===== src/rtl/accum_write_sequencer_if.sv =====
// Handshake/config/write bundle between the accumulator write sequencer and its
// neighbours: systolic-array valid in, skewed per-column accumulator writes out.
interface accum_write_sequencer_if #(
  parameter int MAX_OUT_ROWS = 128,
  parameter int MAX_OUT_COLS = 128,
  parameter int SYS_ARR_ROWS = 16,
  parameter int SYS_ARR_COLS = 16,
  parameter int MAX_K_PASSES = 8
);
  localparam int ADDR_W = $clog2(MAX_OUT_ROWS * (MAX_OUT_COLS / SYS_ARR_COLS));
  localparam int MW = (MAX_OUT_ROWS / SYS_ARR_ROWS > 1) ? $clog2(MAX_OUT_ROWS / SYS_ARR_ROWS) : 1;
  localparam int NW = (MAX_OUT_COLS / SYS_ARR_COLS > 1) ? $clog2(MAX_OUT_COLS / SYS_ARR_COLS) : 1;
  localparam int KW = (MAX_K_PASSES > 1) ? $clog2(MAX_K_PASSES) : 1;

  logic                             start;
  logic [MW-1:0]                    cfg_m_last;
  logic [NW-1:0]                    cfg_n_last;
  logic [KW-1:0]                    cfg_k_last;
  logic                             sys_out_valid;
  logic                             busy;
  logic                             done;
  logic [SYS_ARR_COLS-1:0]          wr_en;
  logic [SYS_ARR_COLS*ADDR_W-1:0]   wr_addr;
  logic [SYS_ARR_COLS-1:0]          accum_en;

  modport master (
    output start, cfg_m_last, cfg_n_last, cfg_k_last, sys_out_valid,
    input  busy, done, wr_en, wr_addr, accum_en
  );

  modport slave (
    input  start, cfg_m_last, cfg_n_last, cfg_k_last, sys_out_valid,
    output busy, done, wr_en, wr_addr, accum_en
  );
endinterface


===== src/rtl/accum_write_sequencer.sv =====
// Walks sub_row/K-pass/sub-matrix indices over systolic output beats and issues
// accumulator writes skewed one cycle per accumulator column.
module accum_write_sequencer #(
  parameter int MAX_OUT_ROWS = 128,
  parameter int MAX_OUT_COLS = 128,
  parameter int SYS_ARR_ROWS = 16,
  parameter int SYS_ARR_COLS = 16,
  parameter int MAX_K_PASSES = 8
) (
  input logic                    clk,
  input logic                    reset,
  accum_write_sequencer_if.slave bus
);
  localparam int ADDR_W = $clog2(MAX_OUT_ROWS * (MAX_OUT_COLS / SYS_ARR_COLS));
  localparam int MW = (MAX_OUT_ROWS / SYS_ARR_ROWS > 1) ? $clog2(MAX_OUT_ROWS / SYS_ARR_ROWS) : 1;
  localparam int NW = (MAX_OUT_COLS / SYS_ARR_COLS > 1) ? $clog2(MAX_OUT_COLS / SYS_ARR_COLS) : 1;
  localparam int KW = (MAX_K_PASSES > 1) ? $clog2(MAX_K_PASSES) : 1;
  localparam int RW = (SYS_ARR_ROWS > 1) ? $clog2(SYS_ARR_ROWS) : 1;

  localparam logic [1:0] S_IDLE  = 2'd0;
  localparam logic [1:0] S_RUN   = 2'd1;
  localparam logic [1:0] S_DRAIN = 2'd2;
  localparam logic [1:0] S_DONE  = 2'd3;

  // Only the last column still holding a write means the final beat is issuing.
  localparam logic [SYS_ARR_COLS-1:0] LAST_ONLY = SYS_ARR_COLS'(1) << (SYS_ARR_COLS - 1);

  logic [1:0]    state_q, state_d;
  logic [MW-1:0] cfg_m_q;
  logic [NW-1:0] cfg_n_q;
  logic [KW-1:0] cfg_k_q;
  logic [RW-1:0] sub_row_q, sub_row_d;
  logic [KW-1:0] k_q, k_d;
  logic [MW-1:0] m_q, m_d;
  logic [NW-1:0] n_q, n_d;

  logic [SYS_ARR_COLS-1:0]             wr_en_q;
  logic [SYS_ARR_COLS-1:0][ADDR_W-1:0] addr_q;
  logic [SYS_ARR_COLS-1:0]             acc_q;

  logic              accept, beat;
  logic [ADDR_W-1:0] beat_addr;

  assign accept    = (state_q == S_IDLE) && bus.start;
  assign beat      = (state_q == S_RUN) && bus.sys_out_valid;
  assign beat_addr = ADDR_W'(32'(n_q) * MAX_OUT_ROWS + 32'(m_q) * SYS_ARR_ROWS + 32'(sub_row_q));

  always_comb begin
    state_d   = state_q;
    sub_row_d = sub_row_q;
    k_d       = k_q;
    m_d       = m_q;
    n_d       = n_q;
    case (state_q)
      S_IDLE: if (bus.start) begin
        state_d   = S_RUN;
        sub_row_d = '0;
        k_d       = '0;
        m_d       = '0;
        n_d       = '0;
      end
      S_RUN: if (beat) begin
        if (sub_row_q == RW'(SYS_ARR_ROWS - 1)) begin
          sub_row_d = '0;
          if (k_q == cfg_k_q) begin
            k_d = '0;
            if (m_q == cfg_m_q) begin
              m_d = '0;
              if (n_q == cfg_n_q) state_d = S_DRAIN;
              else                n_d = n_q + 1'b1;
            end else m_d = m_q + 1'b1;
          end else k_d = k_q + 1'b1;
        end else sub_row_d = sub_row_q + 1'b1;
      end
      S_DRAIN: if (wr_en_q == LAST_ONLY) state_d = S_DONE;
      S_DONE:  state_d = S_IDLE;
      default: state_d = S_IDLE;
    endcase
  end

  always_ff @(posedge clk or posedge reset) begin
    if (reset) begin
      state_q   <= S_IDLE;
      sub_row_q <= '0;
      k_q       <= '0;
      m_q       <= '0;
      n_q       <= '0;
      cfg_m_q   <= '0;
      cfg_n_q   <= '0;
      cfg_k_q   <= '0;
    end else begin
      state_q   <= state_d;
      sub_row_q <= sub_row_d;
      k_q       <= k_d;
      m_q       <= m_d;
      n_q       <= n_d;
      if (accept) begin
        cfg_m_q <= bus.cfg_m_last;
        cfg_n_q <= bus.cfg_n_last;
        cfg_k_q <= bus.cfg_k_last;
      end
    end
  end

  // Column 0 registers the beat; every later column copies its left neighbour.
  always_ff @(posedge clk or posedge reset) begin
    if (reset) begin
      wr_en_q[0] <= 1'b0;
      addr_q[0]  <= '0;
      acc_q[0]   <= 1'b0;
    end else begin
      wr_en_q[0] <= beat;
      addr_q[0]  <= beat_addr;
      acc_q[0]   <= (k_q != '0);
    end
  end

  for (genvar c = 1; c < SYS_ARR_COLS; c++) begin : g_skew
    always_ff @(posedge clk or posedge reset) begin
      if (reset) begin
        wr_en_q[c] <= 1'b0;
        addr_q[c]  <= '0;
        acc_q[c]   <= 1'b0;
      end else begin
        wr_en_q[c] <= wr_en_q[c-1];
        addr_q[c]  <= addr_q[c-1];
        acc_q[c]   <= acc_q[c-1];
      end
    end
  end

  assign bus.busy     = (state_q == S_RUN) || (state_q == S_DRAIN);
  assign bus.done     = (state_q == S_DONE);
  assign bus.wr_en    = wr_en_q;
  assign bus.wr_addr  = addr_q;
  assign bus.accum_en = acc_q;
endmodule


===== src/flat_wrapper.sv =====
// flat-port wrapper written by rule: the top's interface ports become plain ports
module accum_write_sequencer_flat 
#(
  parameter int MAX_OUT_ROWS = 128,
  parameter int MAX_OUT_COLS = 128,
  parameter int SYS_ARR_ROWS = 16,
  parameter int SYS_ARR_COLS = 16,
  parameter int MAX_K_PASSES = 8
)
  (clk, reset, bus_start, bus_cfg_m_last, bus_cfg_n_last, bus_cfg_k_last, bus_sys_out_valid, bus_busy, bus_done, bus_wr_en, bus_wr_addr, bus_accum_en);
  accum_write_sequencer_if #(.MAX_OUT_ROWS(MAX_OUT_ROWS), .MAX_OUT_COLS(MAX_OUT_COLS), .SYS_ARR_ROWS(SYS_ARR_ROWS), .SYS_ARR_COLS(SYS_ARR_COLS), .MAX_K_PASSES(MAX_K_PASSES)) bus_i ();
  input logic clk;
  input logic reset;
  input wire logic [$bits(bus_i.start)-1:0] bus_start;
  input wire logic [$bits(bus_i.cfg_m_last)-1:0] bus_cfg_m_last;
  input wire logic [$bits(bus_i.cfg_n_last)-1:0] bus_cfg_n_last;
  input wire logic [$bits(bus_i.cfg_k_last)-1:0] bus_cfg_k_last;
  input wire logic [$bits(bus_i.sys_out_valid)-1:0] bus_sys_out_valid;
  output wire logic [$bits(bus_i.busy)-1:0] bus_busy;
  output wire logic [$bits(bus_i.done)-1:0] bus_done;
  output wire logic [$bits(bus_i.wr_en)-1:0] bus_wr_en;
  output wire logic [$bits(bus_i.wr_addr)-1:0] bus_wr_addr;
  output wire logic [$bits(bus_i.accum_en)-1:0] bus_accum_en;
  assign bus_i.start = bus_start;
  assign bus_i.cfg_m_last = bus_cfg_m_last;
  assign bus_i.cfg_n_last = bus_cfg_n_last;
  assign bus_i.cfg_k_last = bus_cfg_k_last;
  assign bus_i.sys_out_valid = bus_sys_out_valid;
  assign bus_busy = bus_i.busy;
  assign bus_done = bus_i.done;
  assign bus_wr_en = bus_i.wr_en;
  assign bus_wr_addr = bus_i.wr_addr;
  assign bus_accum_en = bus_i.accum_en;
  accum_write_sequencer #(.MAX_OUT_ROWS(MAX_OUT_ROWS), .MAX_OUT_COLS(MAX_OUT_COLS), .SYS_ARR_ROWS(SYS_ARR_ROWS), .SYS_ARR_COLS(SYS_ARR_COLS), .MAX_K_PASSES(MAX_K_PASSES)) u_core (.clk(clk), .reset(reset), .bus(bus_i));
endmodule

===== config.mk =====
export PLATFORM = sky130hd
export DESIGN_NAME = accum_write_sequencer_flat
export DESIGN_NICKNAME = d
export VERILOG_FILES = /design/src/rtl/accum_write_sequencer_if.sv /design/src/rtl/accum_write_sequencer.sv /design/src/flat_wrapper.sv
export SDC_FILE = /design/constraint.sdc
export NUM_CORES = 1
export LEC_CHECK = 0
export ABC_AREA = 1
export CAP_MARGIN = 20
export CELL_PAD_IN_SITES_DETAIL_PLACEMENT = 0
export CELL_PAD_IN_SITES_GLOBAL_PLACEMENT = 1
export CORE_MARGIN = 2
export CORE_UTILIZATION = 34
export CTS_BUF_LIST = sky130_fd_sc_hd__clkbuf_8
export CTS_CLUSTER_DIAMETER = 50
export CTS_CLUSTER_SIZE = 10
export DETAILED_ROUTE_END_ITERATION = 10
export GPL_ROUTABILITY_DRIVEN = 1
export GPL_TIMING_DRIVEN = 0
export PLACE_DENSITY = 0.87
export RECOVER_POWER = 50
export SETUP_SLACK_MARGIN = 0.05
export SLEW_MARGIN = 20
export SYNTH_ARGS = -nofsm -noshare
export SYNTH_HDL_FRONTEND = slang
export SYNTH_SLANG_ARGS = --single-unit

===== constraint.sdc =====
create_clock -name clk -period 7.4 [get_ports clk]
set_clock_uncertainty 0.05 [all_clocks]
set_input_delay 1.48 -clock clk [delete_from_list [all_inputs] [get_ports clk]]
set_output_delay 1.48 -clock clk [all_outputs]
set_load 0.01 [all_outputs]

==> results of run 1 <==
## state kept, by name, summed over array words and instances, names as in the netlist
signal and count:
u_core.bus.wr_addr 160, u_core.bus.accum_en 16, u_core.bus.wr_en 16, u_core.sub_row_q 4, u_core.cfg_k_q 3, u_core.cfg_m_q 3
u_core.cfg_n_q 3, u_core.k_q 3, u_core.m_q 3, u_core.n_q 3, u_core.state_q 2
## logic make-up after synthesis
family / after synthesis / share of synthesized area, %
flip-flops: 216 / 86.1
AO/OA/AOI/OAI: 18 / 1.53
XOR/XNOR: 7 / 0.977
multiplexers: 3 / 0.538
AND/OR/NAND/NOR: 95 / 7.33
buffers and inverters: 28 / 1.73
adder cells (fa/ha/maj): 9 / 1.79
## worst register-to-register path, delay by kind of cell, from the launching register on
family | cells | cell delay (ns)
fa+ha+maj | 1 | 0.24
compound gates | 1 | 0.41
buf+inv | 2 | 0.19
simple gates | 4 | 0.51
flops | 1 | 0.41
## cell type report
cell class	instances	area (sq um)	area share, %
Buffer	2	11.3	0.123
Clock buffer	28	385	4.21
Clock inverter	4	46.3	0.506
Inverter	26	98.8	1.08
Multi-Input combinational cell	132	764	8.35
Sequential cell	216	5410	59.0
Tap cell	229	287	3.13
Timing Repair Buffer	212	2160	23.6
## report_power, final
group          internal, mW  total (mW)  switching, mW
clock                 0.373       0.752          0.379
sequential             1.50        1.70          0.197
combinational         0.588        1.08          0.488
total                  2.46        3.52           1.06
## routing by layer
metal | wire length, um | track usage [%] | vias to the layer above
met3 | 1330 | 5.26 | 20
met2 | 6250 | 22.3 | 187
met5 | 0 | 0 | -
li1 | - | - | 1665
met1 | 5530 | 17.3 | 1822
met4 | 192 | 2.68 | 0
## worst min-delay path by stage
stage                                    to  cells after the start
detailed placement  u_core.bus.wr_addr[155]                      0
global placement     u_core.bus.wr_addr[86]                      0
finish               u_core.bus.wr_addr[69]                      0
floorplan             u_core.bus.wr_addr[1]                      0
global route        u_core.bus.wr_addr[122]                      0
CTS                  u_core.bus.wr_addr[69]                      0
## synthesized netlist by cell type, types with 2 or more instances
master    count  share of area [%]
a21oi_1       9               0.72
dfrtp_1     216                 86
ha_1          9                1.8
inv_1        23                1.4
inv_2         3               0.18
mux2_2        3               0.54
nand2_1      47                2.8
nand2_4       2               0.36
nand3_1      15                1.2
nand3b_1      2               0.24
nand4_1       2               0.20
nor2_1       20                1.2
nor2_8        2               0.64
o21ai_0       6               0.48
xnor2_1       4               0.56
xor2_1        3               0.42
## metrics by stage
stage          power [mW]  worst slack [ns]  std cells  area, sq um
4_1_cts              3.59              3.94        849         9190
6_report             3.52              3.55        849         9160
5_1_grt              3.73              3.07        849         9160
3_3_place_gp         2.77              1.75        811         8630
2_1_floorplan        2.10              3.06        376         6280
3_5_place_dp         2.81              4.38        817         8760
==> flow_metrics.tcl, run 1 <==
set metrics [dict create \
    grt_pass1_wl_um 21500 \
    start_util_pct 34.8 \
    cp_data_arrival_time_ns 4.50 \
    cp_max_fo 37 \
    max_slew.worst_pin.slew_ns 1.92 \
    num_vias 3694 \
    ys_ff_latch 216 \
    ir_drop_v 0.000276 \
    cpPeakStageDelay_ns 1.41 \
    synth-seq-area-share_pct 86.1 \
    cts_hold_buf 0 \
    drc_errors 0 \
    wirelength_um 13300 \
    crit_cells 5 \
    reg2reg_depth 8 \
    chipHeight_um 140 \
    viasPerCell 4.35 \
    maxSlewHeadroom_pct -27.9 \
    insertion_delay_ns 0.51 \
    fin_hold_ws_ns 0.321 \
    ant_nets 0 \
    path_cells "dlygate4sd3_1, clkinvlp_2, clkbuf_1, buf_12, buf_12" \
    fin_crit_sh_pct 52.0 \
    antenna_found_initial 0 \
    crit_path_start "reset" \
    cts_max_path_buffers 3 \
    end_kind "async pin" \
    synth_nets 398 \
    grt_overflow 0 \
    cp.required_ns 8.06 \
    final_nets 638 \
    drv_slew 73 \
    ys_types 26 \
    wl_per_cell_um 15.7 \
    die_x_um 140 \
    yosysWarnings 0 \
    firstDrtPassIters 4 \
    die_area_sq_um 19600 \
    io_pins 207 \
    postCtsSetupBuffers 0 \
    grt_max_degree 38 \
    cts_resized 0 \
    clkTransAtPathRegs_ns 0.07 \
    synthCells 376 \
    cts-root-buf "clkbuf_8" \
    port_buffers 206 \
    period_needed_ns 3.85 \
    avgSynthCellArea_sq_um 16.7 \
    netlist_area_sq_um 6280 \
    hold_class "reg2reg" \
    path_buf_inv 5 \
    final_common_cell "dfrtp_1" \
    fillers 1531 \
    violations "capacitance limit, slew limit" \
    maxCapViolCount 2 \
    hold_violations 0 \
    coreArea_sq_um 18000 \
    cts_buffers 26 \
    area_delta_synth_final_pct 45.8 \
    gp_congestion 0.843 \
    grt_usage_pct 13.6 \
    drive_above_1_share_pct 7.90 \
    layout_common_cells "dfrtp_1 (216), clkdlybuf4s50_1 (203), nand2_1 (47), clkbuf_8 (28), inv_1 (25)" \
    reg2reg_from "u_core.state_q[0]" \
    hpwl_um 9780 \
    synth_edf_count 0 \
    tritoncts "built" \
    setup_violations 0 \
    rsz0062_at_grt "false" \
    grt_pass1_vias 4033 \
    finalSetupTns_ns 0 \
    crit_type "in2async" \
    status "complete, but fails checks" \
    fp-row-count 49 \
    critPathSlowestCell "clkbuf_1" \
    cp_top_family "buffers and inverters" \
    synth_ff_type "dfrtp_1" \
    drt_iter0_drc 81 \
    start_kind "primary input" \
    cts_max_level 1 \
    r2r_end "u_core.state_q[0]" \
    leakagePower_nw 4.37 \
    max_freq_mhz 260 \
    cpMostUsedCell "buf_12" \
    power_density_nw_per_um2 385 \
    diodes 0 \
    crit_end "u_core.bus.wr_addr[74]" \
    utilization_pct 50.8 \
    synthArstFlopShare_pct 100 \
    clock_sinks 216 \
    min-delay-start "u_core.bus.wr_addr[59]" \
    reg2reg_slack_ns 5.49 \
]
Note: power is estimated with default switching activity, not from simulation.
==> run 2, diff against run 1 <==
==> constraint.sdc (replaced) <==
create_clock -name clk -period 3.5 [get_ports clk]
set_clock_uncertainty 0.05 [all_clocks]
set_input_delay 0.7 -clock clk [delete_from_list [all_inputs] [get_ports clk]]
set_output_delay 0.7 -clock clk [all_outputs]
set_load 0.01 [all_outputs]
==> run 2 against run 1 <==
The run now ends clean. Flip-flop and latch count unchanged. Global-route usage is the same. Utilization hardly changed. Cell count stayed put. Critical endpoint is now bus_busy. Setup slack lost 2.7 ns.
==> flow_metrics.tcl, run 2 (synthesis results as in run 1) <==
set metrics [dict create \
    status "finished clean" \
    coreArea_sq_um 18000 \
    rsz0062_at_grt "false" \
    wirelength_um 13300 \
    finalSetupTns_ns 0 \
    tritoncts "built" \
    fin_area_sq_um 9160 \
    viasPerCell 4.34 \
    gp_congestion 0.843 \
    grt_max_degree 38 \
    clock_sinks 216 \
    num_vias 3683 \
    cp_max_fo 4 \
    final_nets 638 \
    hold_violations 0 \
    reg2reg_slack_ns 1.66 \
    clkTransAtPathRegs_ns 0.07 \
    start_util_pct 34.8 \
    cts_max_path_buffers 3 \
    setup_violations 0 \
    max_slew.worst_pin.slew_ns 0.922 \
    die_area_sq_um 19600 \
    cts_hold_buf 0 \
    leakagePower_nw 4.37 \
    antenna_found_initial 0 \
    wl_met2_um 6250 \
    fin_hold_ws_ns 0.320 \
    insertion_delay_ns 0.51 \
    wl_met3_um 1340 \
    fin_crit_sh_pct 75.5 \
    cts-root-buf "clkbuf_8" \
    drive_above_1_share_pct 8.23 \
    wl_met1_um 5520 \
    routed.top_layer "met4" \
    die_x_um 140 \
    cts_max_level 1 \
    area_delta_synth_final_pct 45.9 \
    maxSlewHeadroom_pct 38.6 \
    firstDrtPassIters 6 \
    hpwl_um 9780 \
    end_kind "output port" \
    grt_pass1_vias 4033 \
    layout_common_cells "dfrtp_1 (216), clkdlybuf4s50_1 (205), nand2_1 (47), clkbuf_8 (28), inv_1 (25)" \
    drt_iter0_drc 88 \
    grt_overflow 0 \
    hold_class "reg2reg" \
    wl_per_cell_um 15.7 \
    cp_data_arrival_time_ns 1.89 \
    diodes 0 \
    port_buffers 206 \
    fillers 1530 \
    maxCapViolCount 0 \
    cts_resized 0 \
    crit_type "reg2out" \
    drc_errors 0 \
    max_freq_mhz 378 \
    cts_buffers 26 \
    finalPower_mw 7.45 \
    largest_register_ffs 160 \
    period_needed_ns 2.64 \
    final_common_cell "dfrtp_1" \
    postCtsSetupBuffers 0 \
    crit_path_start "u_core.state_q[0]" \
    power_density_nw_per_um2 814 \
    r2r_end "u_core.state_q[0]" \
    pre_cts_slack_ns 1.26 \
    drv_slew 0 \
    fp-row-count 49 \
    chipHeight_um 140 \
    crit_end "bus_busy" \
    ir_drop_v 0.000583 \
    dpl_cell_area_sq_um 8760 \
    reg2reg_from "u_core.state_q[0]" \
    cp.required_ns 2.75 \
    start_kind "flip-flop" \
    io_pins 207 \
    setup_ws_ns 0.857 \
    ant_nets 0 \
    grt_usage_pct 13.6 \
    reg2reg_depth 8 \
    grt_pass1_wl_um 21500 \
]
run 2: cell types whose count changed in the layout (fill, tap and decap cells not counted), sizes merged:
cell           delta
clkdlybuf4s50     +2
dlygate4sd3       -2
run 2: critical path, stage by stage (launching register included):
cell and delay (ns):
dfrtp_1 0.42, inv_1 0.10, ha_1 0.32, clkdlybuf4s50_1 0.54
run 2: stage by stage:
stage                     instances  utilization, %
after floorplan                 376               -
after global placement          811            47.9
after detailed placement        817            48.6
after CTS                       849            51.0
after global routing            849            50.8
final                           849            50.8
run 2: layout make-up:
type / instances / area [sq um] / share of cell area, %
well taps: 229 / 287 / 3.13
clock buffers: 28 / 385 / 4.21
clock inverters: 4 / 46.3 / 0.506
repair buffers: 212 / 2160 / 23.6
plain buffers: 2 / 11.3 / 0.123
inverters: 26 / 98.8 / 1.08
flip-flops and latches: 216 / 5410 / 59.0
multi-input cells: 132 / 764 / 8.35
run 2: how the worst min path moves through the flow:
stage / startpoint / to / cells past startpoint
floorplan: u_core.sub_row_q[1] / u_core.bus.wr_addr[1] / 0
global placement: u_core.bus.wr_addr[76] / u_core.bus.wr_addr[86] / 0
detailed placement: u_core.bus.wr_addr[145] / u_core.bus.wr_addr[155] / 0
CTS: u_core.bus.wr_addr[59] / u_core.bus.wr_addr[69] / 0
global route: u_core.bus.wr_addr[112] / u_core.bus.wr_addr[122] / 0
finish: u_core.bus.wr_addr[59] / u_core.bus.wr_addr[69] / 0
run 2: power breakdown:
group / switching, mW / leakage (nW) / total, mW / internal [mW]
clock: 0.802 / 0.230 / 1.59 / 0.789
combinational: 1.03 / 1.26 / 2.28 / 1.24
sequential: 0.416 / 2.88 / 3.59 / 3.17
run 2: routing by layer:
layer  track usage, %  up-vias
li1                 -     1665
met1             17.3     1805
met2             22.3      193
met3             5.26       20
met4             2.68        0
met5                0        -
